--- config.mk ---
export PLATFORM = sky130hd
export DESIGN_NAME = if_stage
export DESIGN_NICKNAME = d
export VERILOG_FILES = /design/src/rtl/if_stage.sv
export SDC_FILE = /design/constraint.sdc
export NUM_CORES = 1
export LEC_CHECK = 0
export BUFFER_PORTS_ARGS = -buffer_cell sky130_fd_sc_hd__buf_2
export CORE_MARGIN = 3
export CORE_UTILIZATION = 57
export CTS_CLUSTER_SIZE = 10
export DETAILED_ROUTE_END_ITERATION = 12
export PLACE_DENSITY = 0.9
export SLEW_MARGIN = 0
export SYNTH_ARGS = -nofsm -noshare
export SYNTH_HDL_FRONTEND = slang
export SYNTH_SLANG_ARGS = --single-unit
--- constraint.sdc ---
create_clock -name clk -period 5.6 [get_ports clk]
set_clock_uncertainty 0.1 [all_clocks]
set_input_delay 0.56 -clock clk [delete_from_list [all_inputs] [get_ports clk]]
set_output_delay 0.56 -clock clk [all_outputs]
set_load 0.02 [all_outputs]
--- src/rtl/if_stage.sv ---
// Instruction-fetch stage: owns the PC, addresses the instruction ROM and
// fills the IF/ID latch, with branch/jump redirect, stall and out-of-range halt.
module if_stage #(
    parameter logic [31:0] RESET_PC  = 32'h0000_0000,
    parameter int          ROM_WORDS = 32,
    parameter int          CNT_W     = 16
) (
    input  logic             clk,
    input  logic             rst,
    input  logic             stall,
    input  logic             branch_taken,
    input  logic [15:0]      branch_imm,
    input  logic             jump,
    input  logic [25:0]      jump_index,
    input  logic             halt_clr,
    input  logic [31:0]      inst_in,
    output logic [31:0]      pc_addr,
    output logic [31:0]      ifid_inst,
    output logic [31:0]      ifid_pc4,
    output logic             ifid_valid,
    output logic             halted,
    output logic [CNT_W-1:0] fetch_count
);

    typedef enum logic {
        RUN,
        HALT
    } state_t;

    // One bit wider than the PC so a limit of 2^32 bytes still compares correctly.
    localparam logic [32:0] PC_LIMIT = 33'(ROM_WORDS) * 33'd4;

    state_t      state;
    logic [31:0] pc_plus4;
    logic [31:0] branch_target;
    logic [31:0] jump_target;
    logic        out_of_range;

    // Redirect targets come from the instruction sitting in decode, not the PC.
    assign pc_plus4      = pc_addr + 32'd4;
    assign branch_target = ifid_pc4 + {{14{branch_imm[15]}}, branch_imm, 2'b00};
    assign jump_target   = {ifid_pc4[31:28], jump_index, 2'b00};
    assign out_of_range  = {1'b0, pc_addr} >= PC_LIMIT;

    // NOTE: all state here uses non-blocking assignments so every register
    // samples the pre-edge values of pc_addr/ifid_pc4, whatever the statement order.
    always_ff @(posedge clk or posedge rst) begin
        if (rst) begin
            state       <= RUN;
            pc_addr     <= RESET_PC;
            ifid_inst   <= 32'h0;
            ifid_pc4    <= 32'h0;
            ifid_valid  <= 1'b0;
            halted      <= 1'b0;
            fetch_count <= '0;
        end else begin
            case (state)
                RUN: begin
                    if (jump) begin
                        pc_addr    <= jump_target;
                        ifid_inst  <= 32'h0;
                        ifid_pc4   <= 32'h0;
                        ifid_valid <= 1'b0;
                    end else if (branch_taken) begin
                        pc_addr    <= branch_target;
                        ifid_inst  <= 32'h0;
                        ifid_pc4   <= 32'h0;
                        ifid_valid <= 1'b0;
                    end else if (stall) begin
                        pc_addr    <= pc_addr;
                    end else if (out_of_range) begin
                        state      <= HALT;
                        halted     <= 1'b1;
                        ifid_inst  <= 32'h0;
                        ifid_pc4   <= 32'h0;
                        ifid_valid <= 1'b0;
                    end else begin
                        pc_addr     <= pc_plus4;
                        ifid_inst   <= inst_in;
                        ifid_pc4    <= pc_plus4;
                        ifid_valid  <= 1'b1;
                        fetch_count <= fetch_count + 1'b1;
                    end
                end
                HALT: begin
                    ifid_inst  <= 32'h0;
                    ifid_pc4   <= 32'h0;
                    ifid_valid <= 1'b0;
                    if (halt_clr) begin
                        state   <= RUN;
                        halted  <= 1'b0;
                        pc_addr <= RESET_PC;
                    end
                end
                default: begin
                    state  <= RUN;
                    halted <= 1'b0;
                end
            endcase
        end
    end

endmodule

==> summary.md, run 1 <==
| Metric | Value |
|---|---|
| Final setup viols | 0 |
| Kind of critical path | in -> reg |
| First-pass detailed-route iteration total | 5 |
| Worst min path class | in -> async |
| Async S/R FF share, synth | 1.00 |
| Number of synthesized flops with an enable pin | 0 |
| Worst Path Max Fanout | 42 |
| Post-route ant nets | 0 |
| Root cell of the clock tree | clkbuf_16 |
| # fillers | 831 |
| Unique masters post-synth | 67 |
| Worst EP arrival | 3.37 ns |
| Mapped Area | 6740 um^2 |
| RSZ-0062 raised after global routing | false |
| Main synth FF type | dfrtp_1 |
| Row Count | 39 |
| Core area | 11500 um^2 |
| Max Cap Viol | 0 |
| Synth Area in Compound Gates | 0.224 |
| Slew @ Worst Pin | 1.14 ns |
| # H-tree levels | 4 |
| TritonCTS clock tree | built |
| IO Port Bufs | 193 |
| Detailed Route Iter0 Violations | 690 |
| Antenna violations before repair | 0 |
| Final hold slack | 0.244 ns |
| Fraction of layout cells with a size suffix above 1 | 0.271 |
| Synth Area in Adders | 0.0623 |
| I/O pins | 194 |
| Pin count of the biggest net entering global routing | 78 |
| Synth area leader | dfrtp_1 |
| Vias | 6587 |
| Critical Path RT | 5.80 ns |
| DR DRC count | 0 |
| Hold Vio Cnt, Final | 0 |
| Post-Synthesis Cells | 713 |
| Startpoint Class | input port |
| Via density | 6.27 |
| Leakage power figure | 4.24 nW |
| Worst relative slew slack | 0.243 |
| Starting density of the core | 0.588 |
| Post-Syn Area per Cell | 9.46 um^2 |
| Setup bufs post-CTS | 0 |
| Clk slew on worst S/H paths | 0.06 ns |
| Fmax | 315 MHz |
| Pwr dens | 278 nW/um^2 |
| Area contributors post-synth | dfrtp_1 43%, ha_1 5.9%, a22o_1 5.1% |
| Main combinational cell family by area after synthesis | compound AO/OA/AOI/OAI gates |
| Die Span X | 115 um |
| Final Util | 0.730 |
| Total track usage | 0.309 |
| Synthesis-to-layout area growth | 24.2% |
| TNS Setup | 0 ns |
| Synthesized Nets | 826 |
| Multi-input gate area | 3660 um^2 |
| Post_cts resized | 0 |
| Overall Power | 2.33 mW |
| XOR/XNOR Fraction of Synth Area | 0.0714 |
| Total die area | 13200 um^2 |
| Most frequent cells in the layout | 193 x buf_2, 115 x dfrtp_1, 64 x nand2_1 |
| Routed Wire Length | 20.0 mm |
| Mux cell area share after synthesis | 0.00631 |
| Post-synth top area share | 0.427 |
| CTS Buffer Depth | 2 |
| Fin. max-slew vios | 0 |
| Sequential share of the synthesized area | 0.427 |
| Drt wl/cell | 19.1 um |
| Minimum clock period | 3.17 ns |
| Total grt overflow | 0 |
| Maximum vdd drop | 0.255 mV |
| Vias in the first global route | 6236 |
| Final Cycle Share | 0.566 |
| Yosys warnings | 0 |
| Outcome | completed |
| First-pass GRT wire length | 31.9 mm |
| Register Area | 2880 um^2 |
| Synth Area in Simple Gates | 0.177 |
| Yosys reg bits | 115 |
| Final net count | 1008 |
| CTS buffer count | 17 |
| Die Ht | 115 um |
| Estimated wirelength of the detail-placed design | 14.3 mm |
| Most common cell after layout, fill and taps aside | buf_2 |
| Sink Count | 115 |
| Hold buffer count at cts | 0 |
| Antenna fix cells | 0 |
| Gp weighted congestion | 0.968 |
| Endpoint class of the critical path | register |
| Skew-Pair Late Insertion Delay | 0.42 ns |
cell type report:
| type | instances | share of cell area |
|---|---|---|
| clock buffers | 18 | 0.0512 |
| clock inverters | 14 | 0.0184 |
| inverters | 23 | 0.0106 |
| multi-input cells | 542 | 0.437 |
| flip-flops and latches | 115 | 0.344 |
| well taps | 143 | 0.0214 |
| repair buffers | 196 | 0.118 |
cell families after synthesis:
logic type      count (synthesis)
simple gates                  235
xor+xnor                       55
fa+ha+maj                      33
buf+inv                        56
compound gates                215
mux                             4
flops                         115
registers in the layout, indices dropped and copies added, names as in the netlist:
name,cells
ifid_inst,32
pc_addr,32
state,1
ifid_pc4,32
ifid_valid,1
fetch_count,16
halted,1
where the power goes:
part	internal [mW]	switching [mW]
registers	0.866	0.0701
logic	0.120	0.207
clock network	0.659	0.408
worst max-delay path: stages:
cell and delay [ns]:
buf_2 0.34, nor2_1 0.65, nand2_1 0.26, nor4_4 0.18, buf_4 0.43, nand2_1 0.15, or3_4 0.37, nor2_2 0.14
nand3_1 0.11, xnor2_1 0.15
cells in the mapped netlist, drive strengths merged, types with 6 or more instances:
cell type    n
nor3         8
a21oi       49
nand4       12
o31ai        7
a21o         7
clkbuf      30
o211ai       6
nor2        53
a22oi        7
a31oi        9
a22o        39
nand3       24
ha          32
dfrtp      115
a211oi      12
xnor2       28
o21ai       41
and3        11
and2        27
xor2        27
inv         23
nor4         8
nand2       64
nor2b        7
worst paths after layout:
path	start	to	slack, ns	depth (start not counted)
max in group asynchronous	rst	ifid_valid	4.09	3
setup / recovery	branch_taken	fetch_count[10]	2.43	10
hold / removal	rst	ifid_inst[21]	0.24	2
hold reg to reg	ifid_valid	ifid_valid	0.37	2
setup reg to reg	ifid_pc4[2]	pc_addr[28]	2.47	11
min in group clk	halt_clr	halted	0.24	2
per-layer routing:
layer | share of wire | global-route usage | vias to the layer above
met3 | 0.082 | 0.0568 | 59
met5 | 0 | 0 | -
met4 | 0.034 | 0.131 | 0
met2 | 0.48 | 0.495 | 347
li1 | - | - | 2988
met1 | 0.41 | 0.414 | 3193
metrics by stage:
stage | worst slack, ns | area, um^2 | cells
2_1_floorplan | 1.90 | 6740 | 713
3_3_place_gp | 2.20 | 7790 | 1019
3_5_place_dp | 2.07 | 7790 | 1019
4_1_cts | 2.47 | 8380 | 1051
5_1_grt | 2.18 | 8380 | 1051
6_report | 2.43 | 8380 | 1051
Power figures use the tool's default switching activity.
==> run 2, diff against run 1 <==
Settings changed: CORE_UTILIZATION 57 to 48, PLACE_DENSITY 0.9 to 0.81.
Clock period 5.6 ns to 2.65 ns, I/O delays scaled along.
==> run 2 against run 1 <==
Against the previous run:
- the flow now finishes with violations (setup timing)
- hold slack worse by 0.22 ns
- highest routed layer unchanged
- global-route usage is 2.3 points lower
- sequential share of layout area down 4.4 points
- count of clock-buffer cells in the layout rose by 1
- critical path type is now reg -> reg
- utilization fell by 1.9 points
- critical path depth decreased by 1
- design area is 15% higher
- sequential power increased by 100%
- final cell count increased by 14%
- non-clock buffer count grew 111
- critical endpoint is now pc_addr[27]
- wire length rose by 12%
- combinational power rose to 2.9 times the previous value
==> summary.md, run 2 (synthesis results as in run 1) <==
| Metric | Value |
|---|---|
| Outcome | complete, but fails checks |
| Failing checks | setup timing |
| Vias | 6943 (+5.4%) |
| R2R depth | 9 (-2) |
| Final Cycle Share | 1.01 |
| Dpl cells | 1116 (+9.5%) |
| Total die area | 15500 um^2 (+18%) |
| PnR worst setup slack | -0.0299 ns (-2.46 ns) |
| Antenna violations before repair | 1 (+1) |
| Cell Area, Placed | 8440 um^2 (+8.3%) |
| Pin count of the biggest net entering global routing | 50 (-36%) |
| Max Cap Viol | 0 (unchanged) |
| TNS Setup | -0.0363 ns (-0.0363 ns) |
| # fillers | 996 (+20%) |
| Maximum vdd drop | 0.428 mV (+68%) |
| Worst min path class | in -> reg |
| Hold Vio Cnt, Final | 0 (unchanged) |
| Final Util | 0.711 (-0.0190) |
| Total grt overflow | 0 (unchanged) |
| Routed Wire Length | 22.4 mm (+12%) |
| Starting density of the core | 0.499 (-0.0888) |
| Detailed Route Iter0 Violations | 651 (-5.7%) |
| Startpoint Class | register |
| Most frequent cells in the layout | 193 x buf_2, 112 x dfrtp_1, 73 x buf_4 |
| CTS Buffer Depth | 2 (unchanged) |
| Worst EP arrival | 2.89 ns (-0.48 ns) |
| Core area | 13500 um^2 (+18%) |
| Sink Count | 115 (unchanged) |
| Die Span X | 125 um (+8.5%) |
| Synthesis-to-layout area growth | 42.5% |
| CTS buffer count | 17 (unchanged) |
| Endpoint class of the critical path | register |
| Worst relative slew slack | 0.651 (+0.408) |
| Via density | 5.81 (-7.4%) |
| Overall Power | 5.29 mW (+130%) |
| DR DRC count | 0 (unchanged) |
| Finished Cell Area | 9610 um^2 (+15%) |
| Minimum clock period | 2.68 ns |
| I/O pins | 194 (unchanged) |
| Leakage power figure | 4.80 nW (+13%) |
| Row Count | 42 (+7.7%) |
| Final net count | 1119 (+11%) |
| RSZ-0062 raised after global routing | true |
| Final setup viols | 2 (+2) |
| Slew @ Worst Pin | 0.517 ns (-0.618 ns) |
| Total track usage | 0.286 (-0.0227) |
| Drt wl/cell | 18.7 um (-1.8%) |
| # H-tree levels | 4 (unchanged) |
| Die Ht | 125 um (+8.5%) |
| Fin. max-slew vios | 0 (unchanged) |
| Pwr dens | 550 nW/um^2 (+98%) |
| Root cell of the clock tree | clkbuf_16 |
| Estimated wirelength of the detail-placed design | 15.4 mm (+7.7%) |
| Most common cell after layout, fill and taps aside | buf_2 |
| DP Worst Slack | -0.138 ns (-2.21 ns) |
| Gp weighted congestion | 0.929 (-4.0%) |
| IO Port Bufs | 193 (unchanged) |
| Final hold slack | 0.0236 ns (-0.220 ns) |
| First-pass GRT wire length | 35.5 mm (+11%) |
| Top flop regs | ifid_inst: 32 flops, ifid_pc4: 32 flops, pc_addr: 32 flops |
| First-pass detailed-route iteration total | 6 (+1) |
| Vias in the first global route | 6782 (+8.8%) |
| Worst Path Max Fanout | 4 (-90%) |
| Fraction of layout cells with a size suffix above 1 | 0.338 (+0.0667) |
| Clk slew on worst S/H paths | 0.06 ns (about the same) |
| Hold Path Stages | 2 |
| Critical Path RT | 2.86 ns (-2.94 ns) |
| Kind of critical path | reg -> reg |
| Skew-Pair Late Insertion Delay | 0.42 ns (about the same) |
| TritonCTS clock tree | built |
| Post-route ant nets | 0 (unchanged) |
| Fmax | 373 MHz |
| Non-Filler Instances | 1196 (+14%) |
-- run 2: area by class of cell --
cell class,instances,area [um^2],share of cell area
Tap cell,176,220,0.0229
Multi-Input combinational cell,542,3850,0.401
Inverter,23,90.1,0.00938
Timing Repair Buffer,307,1940,0.202
Antenna cell,1,2.50,0.000260
Clock inverter,13,176,0.0184
Sequential cell,115,2880,0.300
Clock buffer,19,443,0.0461
-- run 2: what timing repair did --
action                     4_1_cts  5_1_grt
pin swaps                       22        8
gates resized for setup          7       12
buffers inserted                 5        3
cloned                           0        0
hold buffers                    39        0
setup endpoints to repair        8       17
hold endpoints to repair       153        0
-- run 2: worst paths after layout --
path / startpoint / endpoint / slack (ns)
worst max register to register: ifid_pc4[3] / pc_addr[27] / -0.03
min in group asynchronous: rst / pc_addr[21] / 0.38
max in group asynchronous: rst / fetch_count[0] / 1.63
worst max-delay path: ifid_pc4[3] / pc_addr[27] / -0.03
worst min-delay path: stall / state / 0.02
worst min register to register: fetch_count[15] / fetch_count[15] / 0.38
-- run 2: worst max-delay path: stages, from the launching register on --
cell and delay, ns:
dfrtp_2 0.42, ha_4 0.23, a211oi_4 0.25, o21ai_2 0.11, o2111ai_4 0.26, a41oi_2 0.15, a311o_1 0.36, a221oi_4 0.38
mux2i_1 0.23, o21ai_1 0.08
-- run 2: power by group --
group	switching, mW	leakage, nW	internal (mW)
sequential	0.0829	1.55	1.83
clock	0.897	0.292	1.52
combinational	0.561	2.96	0.396
-- run 2: routing by layer --
layer	up-vias	track usage	share of wire
li1	3212	-	-
met1	3310	0.368	0.41
met4	0	0.117	0.037
met3	59	0.0592	0.069
met5	-	0	0
met2	362	0.470	0.49
